$ cat src/rtl/alu_decode_stage.sv
// Registered MIPS decode stage feeding the ALU: one-beat output register plus a skid entry.
// Optional macro ALU_DEC_ITYPE_EN adds decoding of the I-type arithmetic/logic immediates.
module alu_decode_stage #(
  parameter int N = 32
) (
  input  logic         clk_i,
  input  logic         rst_i,
  input  logic         valid_i,
  output logic         ready_o,
  input  logic [31:0]  instr_i,
  input  logic [N-1:0] rs_data_i,
  input  logic [N-1:0] rt_data_i,
  output logic         valid_o,
  input  logic         ready_i,
  output logic [N-1:0] a_o,
  output logic [N-1:0] b_o,
  output logic [3:0]   operacion_o,
  output logic         invert_o,
  output logic         c_o,
  output logic         ill_o
);

  localparam logic [3:0] OP_AND = 4'b0000;
  localparam logic [3:0] OP_OR  = 4'b0001;
  localparam logic [3:0] OP_ADD = 4'b0010;
  localparam logic [3:0] OP_SLT = 4'b0011;
  localparam logic [3:0] OP_XOR = 4'b0100;
  localparam logic [3:0] OP_NOR = 4'b0101;
  localparam logic [3:0] OP_SRL = 4'b0110;
  localparam logic [3:0] OP_SLL = 4'b0111;
  localparam logic [3:0] OP_SRA = 4'b1000;

  localparam logic [5:0] F_SLL  = 6'b000000;
  localparam logic [5:0] F_SRL  = 6'b000010;
  localparam logic [5:0] F_SRA  = 6'b000011;
  localparam logic [5:0] F_ADD  = 6'b100000;
  localparam logic [5:0] F_ADDU = 6'b100001;
  localparam logic [5:0] F_SUB  = 6'b100010;
  localparam logic [5:0] F_SUBU = 6'b100011;
  localparam logic [5:0] F_AND  = 6'b100100;
  localparam logic [5:0] F_OR   = 6'b100101;
  localparam logic [5:0] F_XOR  = 6'b100110;
  localparam logic [5:0] F_NOR  = 6'b100111;
  localparam logic [5:0] F_SLT  = 6'b101010;
  localparam logic [5:0] F_SLTU = 6'b101011;

  localparam logic [5:0] OPC_RTYPE = 6'b000000;

  typedef enum logic [1:0] {
    EMPTY = 2'd0,
    ONE   = 2'd1,
    TWO   = 2'd2
  } state_t;

  function automatic logic signed [N-1:0] zext5(input logic [4:0] v);
    return N'(v);
  endfunction

`ifdef ALU_DEC_ITYPE_EN
  localparam logic [5:0] OPC_ADDI  = 6'b001000;
  localparam logic [5:0] OPC_ADDIU = 6'b001001;
  localparam logic [5:0] OPC_SLTI  = 6'b001010;
  localparam logic [5:0] OPC_SLTIU = 6'b001011;
  localparam logic [5:0] OPC_ANDI  = 6'b001100;
  localparam logic [5:0] OPC_ORI   = 6'b001101;
  localparam logic [5:0] OPC_XORI  = 6'b001110;

  function automatic logic signed [N-1:0] sext16(input logic [15:0] v);
    logic signed [15:0] s;
    s = v;
    return N'(s);
  endfunction

  function automatic logic signed [N-1:0] zext16(input logic [15:0] v);
    return N'(v);
  endfunction

  logic unused_fields;
  assign unused_fields = ^instr_i[25:16];
`else
  logic unused_fields;
  assign unused_fields = ^instr_i[25:11];
`endif

  logic [5:0] opcode;
  logic [5:0] funct;
  assign opcode = instr_i[31:26];
  assign funct  = instr_i[5:0];

  // ---- stage p0: combinational decode of the incoming instruction ----
  logic signed [N-1:0] dec_a_p0;
  logic signed [N-1:0] dec_b_p0;
  logic [3:0]          dec_op_p0;
  logic                dec_sub_p0;
  logic                dec_ill_p0;
  logic                use_rr;
  logic                use_sh;
  logic                use_imm_s;
  logic                use_imm_z;

  always_comb begin
    dec_a_p0   = '0;
    dec_b_p0   = '0;
    dec_op_p0  = OP_ADD;
    dec_sub_p0 = 1'b0;
    dec_ill_p0 = 1'b1;
    use_rr     = 1'b0;
    use_sh     = 1'b0;
    use_imm_s  = 1'b0;
    use_imm_z  = 1'b0;

    case (opcode)
      OPC_RTYPE: begin
        case (funct)
          F_ADD, F_ADDU: begin dec_op_p0 = OP_ADD; use_rr = 1'b1; end
          F_SUB, F_SUBU: begin dec_op_p0 = OP_ADD; dec_sub_p0 = 1'b1; use_rr = 1'b1; end
          F_AND:         begin dec_op_p0 = OP_AND; use_rr = 1'b1; end
          F_OR:          begin dec_op_p0 = OP_OR;  use_rr = 1'b1; end
          F_XOR:         begin dec_op_p0 = OP_XOR; use_rr = 1'b1; end
          F_NOR:         begin dec_op_p0 = OP_NOR; use_rr = 1'b1; end
          F_SLT, F_SLTU: begin dec_op_p0 = OP_SLT; dec_sub_p0 = 1'b1; use_rr = 1'b1; end
          F_SLL:         begin dec_op_p0 = OP_SLL; use_sh = 1'b1; end
          F_SRL:         begin dec_op_p0 = OP_SRL; use_sh = 1'b1; end
          F_SRA:         begin dec_op_p0 = OP_SRA; use_sh = 1'b1; end
          default: ;
        endcase
      end
`ifdef ALU_DEC_ITYPE_EN
      OPC_ADDI, OPC_ADDIU: begin dec_op_p0 = OP_ADD; use_imm_s = 1'b1; end
      OPC_SLTI, OPC_SLTIU: begin dec_op_p0 = OP_SLT; dec_sub_p0 = 1'b1; use_imm_s = 1'b1; end
      OPC_ANDI:            begin dec_op_p0 = OP_AND; use_imm_z = 1'b1; end
      OPC_ORI:             begin dec_op_p0 = OP_OR;  use_imm_z = 1'b1; end
      OPC_XORI:            begin dec_op_p0 = OP_XOR; use_imm_z = 1'b1; end
`endif
      default: ;
    endcase

    if (use_rr) begin
      dec_a_p0   = rs_data_i;
      dec_b_p0   = rt_data_i;
      dec_ill_p0 = 1'b0;
    end
    // Shifts take the value from rt and the amount from the shamt field.
    if (use_sh) begin
      dec_a_p0   = rt_data_i;
      dec_b_p0   = zext5(instr_i[10:6]);
      dec_ill_p0 = 1'b0;
    end
`ifdef ALU_DEC_ITYPE_EN
    if (use_imm_s || use_imm_z) begin
      dec_a_p0   = rs_data_i;
      dec_b_p0   = use_imm_s ? sext16(instr_i[15:0]) : zext16(instr_i[15:0]);
      dec_ill_p0 = 1'b0;
    end
`endif
  end

  // ---- skid control ----
  state_t state;
  state_t state_next;
  logic   ready_q;
  logic   vld_p1;
  logic   accept;
  logic   drain;
  logic   load_out;
  logic   load_skid;
  logic   move_skid;

  assign accept = valid_i & ready_q;
  assign drain  = vld_p1 & ready_i;

  always_ff @(posedge clk_i or posedge rst_i) begin
    if (rst_i) begin
      state   <= EMPTY;
      vld_p1  <= 1'b0;
      ready_q <= 1'b1;
    end else begin
      state   <= state_next;
      vld_p1  <= (state_next != EMPTY);
      ready_q <= (state_next != TWO);
    end
  end

  always_comb begin
    state_next = state;
    load_out   = 1'b0;
    load_skid  = 1'b0;
    move_skid  = 1'b0;
    case (state)
      EMPTY: begin
        if (accept) begin
          state_next = ONE;
          load_out   = 1'b1;
        end
      end
      ONE: begin
        if (accept && drain) begin
          load_out = 1'b1;
        end else if (accept) begin
          state_next = TWO;
          load_skid  = 1'b1;
        end else if (drain) begin
          state_next = EMPTY;
        end
      end
      TWO: begin
        // ready_o is low here, so only a drain can happen.
        if (drain) begin
          state_next = ONE;
          move_skid  = 1'b1;
        end
      end
      default: state_next = EMPTY;
    endcase
  end

  // ---- stage p1: skid entry, holds the second beat while the output is stalled ----
  logic signed [N-1:0] skid_a_p1;
  logic signed [N-1:0] skid_b_p1;
  logic [3:0]          skid_op_p1;
  logic                skid_sub_p1;
  logic                skid_ill_p1;

  always_ff @(posedge clk_i) begin
    if (load_skid) begin
      skid_a_p1   <= dec_a_p0;
      skid_b_p1   <= dec_b_p0;
      skid_op_p1  <= dec_op_p0;
      skid_sub_p1 <= dec_sub_p0;
      skid_ill_p1 <= dec_ill_p0;
    end
  end

  // ---- stage p1: output register ----
  logic signed [N-1:0] a_p1;
  logic signed [N-1:0] b_p1;
  logic [3:0]          op_p1;
  logic                sub_p1;
  logic                ill_p1;

  always_ff @(posedge clk_i or posedge rst_i) begin
    if (rst_i) begin
      a_p1   <= '0;
      b_p1   <= '0;
      op_p1  <= OP_AND;
      sub_p1 <= 1'b0;
      ill_p1 <= 1'b0;
    end else if (load_out) begin
      a_p1   <= dec_a_p0;
      b_p1   <= dec_b_p0;
      op_p1  <= dec_op_p0;
      sub_p1 <= dec_sub_p0;
      ill_p1 <= dec_ill_p0;
    end else if (move_skid) begin
      a_p1   <= skid_a_p1;
      b_p1   <= skid_b_p1;
      op_p1  <= skid_op_p1;
      sub_p1 <= skid_sub_p1;
      ill_p1 <= skid_ill_p1;
    end
  end

  assign ready_o     = ready_q;
  assign valid_o     = vld_p1;
  assign a_o         = a_p1;
  assign b_o         = b_p1;
  assign operacion_o = op_p1;
  assign invert_o    = sub_p1;
  assign c_o         = sub_p1;
  assign ill_o       = ill_p1;

endmodule
$ cat config.mk
export PLATFORM = sky130hd
export DESIGN_NAME = alu_decode_stage
export DESIGN_NICKNAME = d
export VERILOG_FILES = /design/src/rtl/alu_decode_stage.sv
export SDC_FILE = /design/constraint.sdc
export NUM_CORES = 1
export LEC_CHECK = 0
export ABC_AREA = 1
export CELL_PAD_IN_SITES_DETAIL_PLACEMENT = 0
export CELL_PAD_IN_SITES_GLOBAL_PLACEMENT = 1
export CORE_UTILIZATION = 39
export CTS_CLUSTER_DIAMETER = 150
export CTS_CLUSTER_SIZE = 12
export DETAILED_ROUTE_END_ITERATION = 8
export PLACE_DENSITY = 0.89
export SYNTH_ARGS = -nofsm -noshare
export SYNTH_HDL_FRONTEND = slang
export SYNTH_SLANG_ARGS = --single-unit
$ cat constraint.sdc
create_clock -name clk_i -period 13.17 [get_ports clk_i]
set_clock_uncertainty 0.05 [all_clocks]
set_input_delay 2.634 -clock clk_i [delete_from_list [all_inputs] [get_ports clk_i]]
set_output_delay 2.634 -clock clk_i [all_outputs]
set_load 0.005 [all_outputs]
### After elaboration in Yosys (flattened, before gate mapping)

Index checks and enable logic that the tools add are counted.

| word-level totals | value |
|---|---|
| flip-flop bits (word level) | 144 |
| bits of input ports | 100 |

| cells by class | value |
|---|---|
| equality and inequality tests | 15 |
| muxes and demuxes | 37 |
| bitwise operators | 2 |
| reduce and logical (&&, ||, !) cells | 10 |

Operators by type and width:

| cell | count |
|---|---|
| $mux 32 | 8 |
| $eq 6x6->1 const B | 10 |
| $pmux 4 s8 | 1 |
| $mux 1 | 18 |
| $eq 6x2->1 const B | 2 |
| $logic_not 6->1 | 2 |
| $mux 4 | 3 |
| $mux 2 | 5 |
| $reduce_or 10->1 | 1 |
| $pmux 2 s3 | 1 |
| $reduce_bool 2->1 | 2 |
| $reduce_or 4->1 | 1 |
| $reduce_or 3->1 | 1 |
| $and 1x1->1 | 2 |
| $eq 2x1->1 const B | 1 |
| $eq 2x2->1 const B | 1 |
| $logic_not 2->1 | 1 |
| $ne 2x2->1 const B | 1 |
| $pmux 1 s2 | 1 |
| $reduce_or 2->1 | 1 |
| $logic_and 1x1->1 | 1 |

### Depth between registers and ports, before layout

| depth | value |
|---|---|
| depth after elaboration | 7 |
| gate-level depth with buffers | 12 |
| depth with buffers taken out | 11 |

### Worst setup path after synthesis

OpenSTA, ideal clock, no wires.

| timing | value |
|---|---|
| kind | input to register |
| from | in ready_i |
| to | reg skid_a_p1[0], enable pin |
| library setup time | 0.500 ns |
| arrival time | 5.792 ns |
| data required time | 12.620 ns |
| slack | 6.828 ns |
| cell stages on the path | 3 |
| cells stage by stage | nand2_1 > nand2_1 > nor2_1 |

| between the ends | value |
|---|---|
| word-level cells in the longest chain between the ends | 4 |

Ends and longest elaborated chain:

| what | line | text |
|---|---|---|
| start, declared | 14 | `input logic ready_i,` |
| $and 1x1->1 | 170 | `assign drain = vld_p1 & ready_i;` |
| $logic_and 1x1->1 | 197 | `if (accept && drain) begin` |
| $mux 1 | 197 |  |
| $mux 1 | 189 | `case (state)` |
| net load_skid | 166 | `logic load_skid;` |
| end signal, assigned | 226 | `skid_a_p1 <= dec_a_p0;` |
| end, declared | 218 | `logic signed [N-1:0] skid_a_p1;` |

The timed path passes the listed nets, and every way through them passes these cells.
A chain may end at the register's enable or synchronous reset.

### Worst setup path in the final report

| timing | value |
|---|---|
| from | in ready_i |
| to | reg b_p1[0], in the netlist b_o[0] |

| between the ends | value |
|---|---|
| word-level cells in the longest chain between the ends | 5 |
| elaborated cells between the ends (all ways) | 8 |
| classes of those cells | 5 x mux; 1 x bitwise; 2 x reduce/logical |

Ends and longest elaborated chain:

| what | line | text |
|---|---|---|
| $and 1x1->1 (*) | 170 |  |
| $logic_and 1x1->1 | 197 |  |
| $mux 1 | 197 |  |
| $pmux 1 s2 | 189 |  |
| $mux 32 / $reduce_bool 2->1 (equally long branches) | -- |  |
| end signal, assigned | 250 | `b_p1 <= dec_b_p0;` |
| end signal, assigned | 256 | `b_p1 <= skid_b_p1;` |
| end, declared | 236 | `logic signed [N-1:0] b_p1;` |

Every way passes the cells marked *; elsewhere a longest branch is shown, timed or not.

==> impl_metrics.json <==
{
  "fin_setup_tns_ns": 0,
  "mostFrequentLayoutCells": "254 x nand2_1, 157 x clkdlybuf4s50_1, 88 x nand3_1",
  "initial_core_util": 0.401,
  "yosysUniqueCellTypes": 26,
  "arrival_ns": 5.43,
  "nNetsFinal": 995,
  "routed_wl_um": 17400,
  "cts_resized": 0,
  "grt_pass1_wl_um": 28100,
  "vias": 5496,
  "grt_use_total": 0.208,
  "num_io_pins": 173,
  "antenna_found_initial": 0,
  "core_um2": 16600,
  "startpoint": "ready_i",
  "p_per_area_nw_per_um2": 191,
  "worstMarginPinSlew_ns": 1.05,
  "yosys.area_share.simple": 0.297,
  "clk_pin_slew_ns": 0.06,
  "leakage_nw": 3.95,
  "fmax_mhz": 195,
  "postCtsHoldBufs": 0,
  "outcome": "finished clean",
  "die_w_um": 133,
  "hp-class": "reg -> reg",
  "ys.flop_type": "dfrtp_1",
  "synth_compound_gate_area_share": 0.0477,
  "cts_setup_buffers": 0,
  "yosys_warnings": 0,
  "layout_commonest_cell": "nand2_1",
  "async_flop_share": 0.514,
  "syn_area_um2": 6670,
  "diodes": 0,
  "hold_viol_final": 0,
  "root_buffer": "clkbuf_16",
  "dieArea_um2": 17600,
  "clockBufferDepth": 2,
  "regToRegEndpoint": "b_o[0]",
  "overflow": 0,
  "hold_start": "b_o[31]",
  "cts_buffers": 17,
  "hold-path-endpoint": "b_o[31]",
  "ir_worst_vdd_uv": 117,
  "cts_sinks": 144,
  "r2r_slack_ns": 10.29,
  "cp-end-kind": "flip-flop",
  "maxSlewViolCount": 0,
  "port-buffer-count": 157,
  "clock_latency_ns": 0.42,
  "rows": 47,
  "yosys.area_share.adder": 0,
  "fin_crit_ns": 5.13,
  "fillerInstances": 1572,
  "die_y_um": 133,
  "grt_max_degree": 90,
  "worstRegToRegCells": 11,
  "crit_type": "in -> reg",
  "drv_cap": 0,
  "ant_nets": 0,
  "drc": 0,
  "start_kind": "primary input",
  "first_iter_violations": 365,
  "avgSynthCellArea_um2": 8.88,
  "setup_viol": 0,
  "hold_slack_ns": 0.428,
  "cts_tree": "yes",
  "grt_pass1_vias": 5327,
  "rsz0062_at_grt": "no",
  "h-tree-depth": 4,
  "required_ns": 13.47,
  "seq_area_frac_synth": 0.593,
  "synth-seq-cells": 144,
  "area_growth_pct": 35.1,
  "via_per_inst": 4.87,
  "period_share": 0.390,
  "synth-xor-area-share": 0,
  "place_congestion": 0.838,
  "place_hpwl_um": 10800,
  "timing.rr.start": "valid_o",
  "synthCells": 751,
  "dr.pass1.iters": 5,
  "wire_per_inst_um": 15.4,
  "synthMuxAreaShare": 0,
  "path_max_fanout": 69,
  "layout-drive-gt1-share": 0.0881,
  "min_path_cells": 2,
  "synth_nets": 851,
  "synth-edff-count": 70,
  "slew_headroom": 0.298,
  "synth_top_family_by_area": "simple AND/OR/NAND/NOR gates"
}
## per-stage QoR
step	instance area, µm²	util	setup slack, ns	power (mW)	std cells
6_report	9000	0.541	8.04	1.72	1128
5_1_grt	9000	0.541	7.84	1.82	1128
4_1_cts	9000	0.541	8.06	1.74	1128
2_1_floorplan	6670	-	6.83	0.930	751
3_5_place_dp	8360	0.503	7.62	1.23	1096
3_3_place_gp	8360	0.503	7.58	1.22	1096
## critical path, cell delays in order
cell,delay (ns)
clkdlybuf4s50_1,0.40
nand2_1,0.18
inv_1,0.06
buf_4,0.25
nand2_1,0.58
nand2_1,0.18
inv_2,0.14
buf_4,0.63
nand2_1,0.13
nand2_1,0.10
inv_1,0.04
nand2_1,0.05
## power breakdown
part	total (mW)	switching (mW)	internal, mW
Combinational	0.537	0.275	0.263
Sequential	0.675	0.0654	0.610
Clock	0.511	0.184	0.327
## cell usage after synthesis (2+ instances only)
master / n / area (µm²)
nor2_2: 9 / 56.3
nand2_1: 254 / 953
nand3_1: 88 / 440
nor2_1: 89 / 334
clkbuf_1: 20 / 75.1
inv_1: 45 / 169
buf_6: 3 / 33.8
nor2_4: 13 / 146
buf_2: 8 / 40.0
o21ai_0: 28 / 140
nand3b_1: 2 / 15.0
o21ai_2: 7 / 61.3
buf_4: 7 / 52.6
dfrtp_1: 73 / 1830
edfxtp_1: 70 / 2100
a21oi_1: 20 / 100
inv_2: 6 / 22.5
## final cells by class
class / count / area, µm² / area share
multi-input combinational: 517 / 2320 / 0.257
clock buffer: 25 / 548 / 0.0609
inverter: 51 / 193 / 0.0214
clock inverter: 7 / 92.6 / 0.0103
timing repair buffer: 164 / 1620 / 0.180
sequential: 144 / 3960 / 0.439
tap: 220 / 275 / 0.0306
## flip-flops by register name, indices dropped and copies added, names as in the netlist
register and count:
a_o 32, b_o 32, c_o 1, ill_o 1
operacion_o 4, ready_o 1, skid_a_p1 32, skid_b_p1 32
skid_ill_p1 1, skid_op_p1 4, skid_sub_p1 1, state 2
valid_o 1
## cell families after synthesis
kind of cell / Yosys count
simple gates: 460
buf+inv: 90
compound gates: 57
flops: 144
## routing by layer
metal	vias up	share of wire	GRT usage
li1	2710	-	-
met1	2595	0.47	0.283
met2	176	0.48	0.337
met3	15	0.048	0.0414
met4	0	0.0095	0.0619
met5	-	0	0
## worst max path at each step
stage,depth (start not counted),slack (ns),end
final,12,8.04,b_o[0]
after global routing,9,7.84,a_o[19]
after CTS,9,8.06,a_o[19]
after detailed placement,12,7.62,b_o[0]
after global placement,11,7.58,a_o[22]
after floorplan,3,6.83,skid_a_p1[0]
Power figures use the tool's default switching activity.
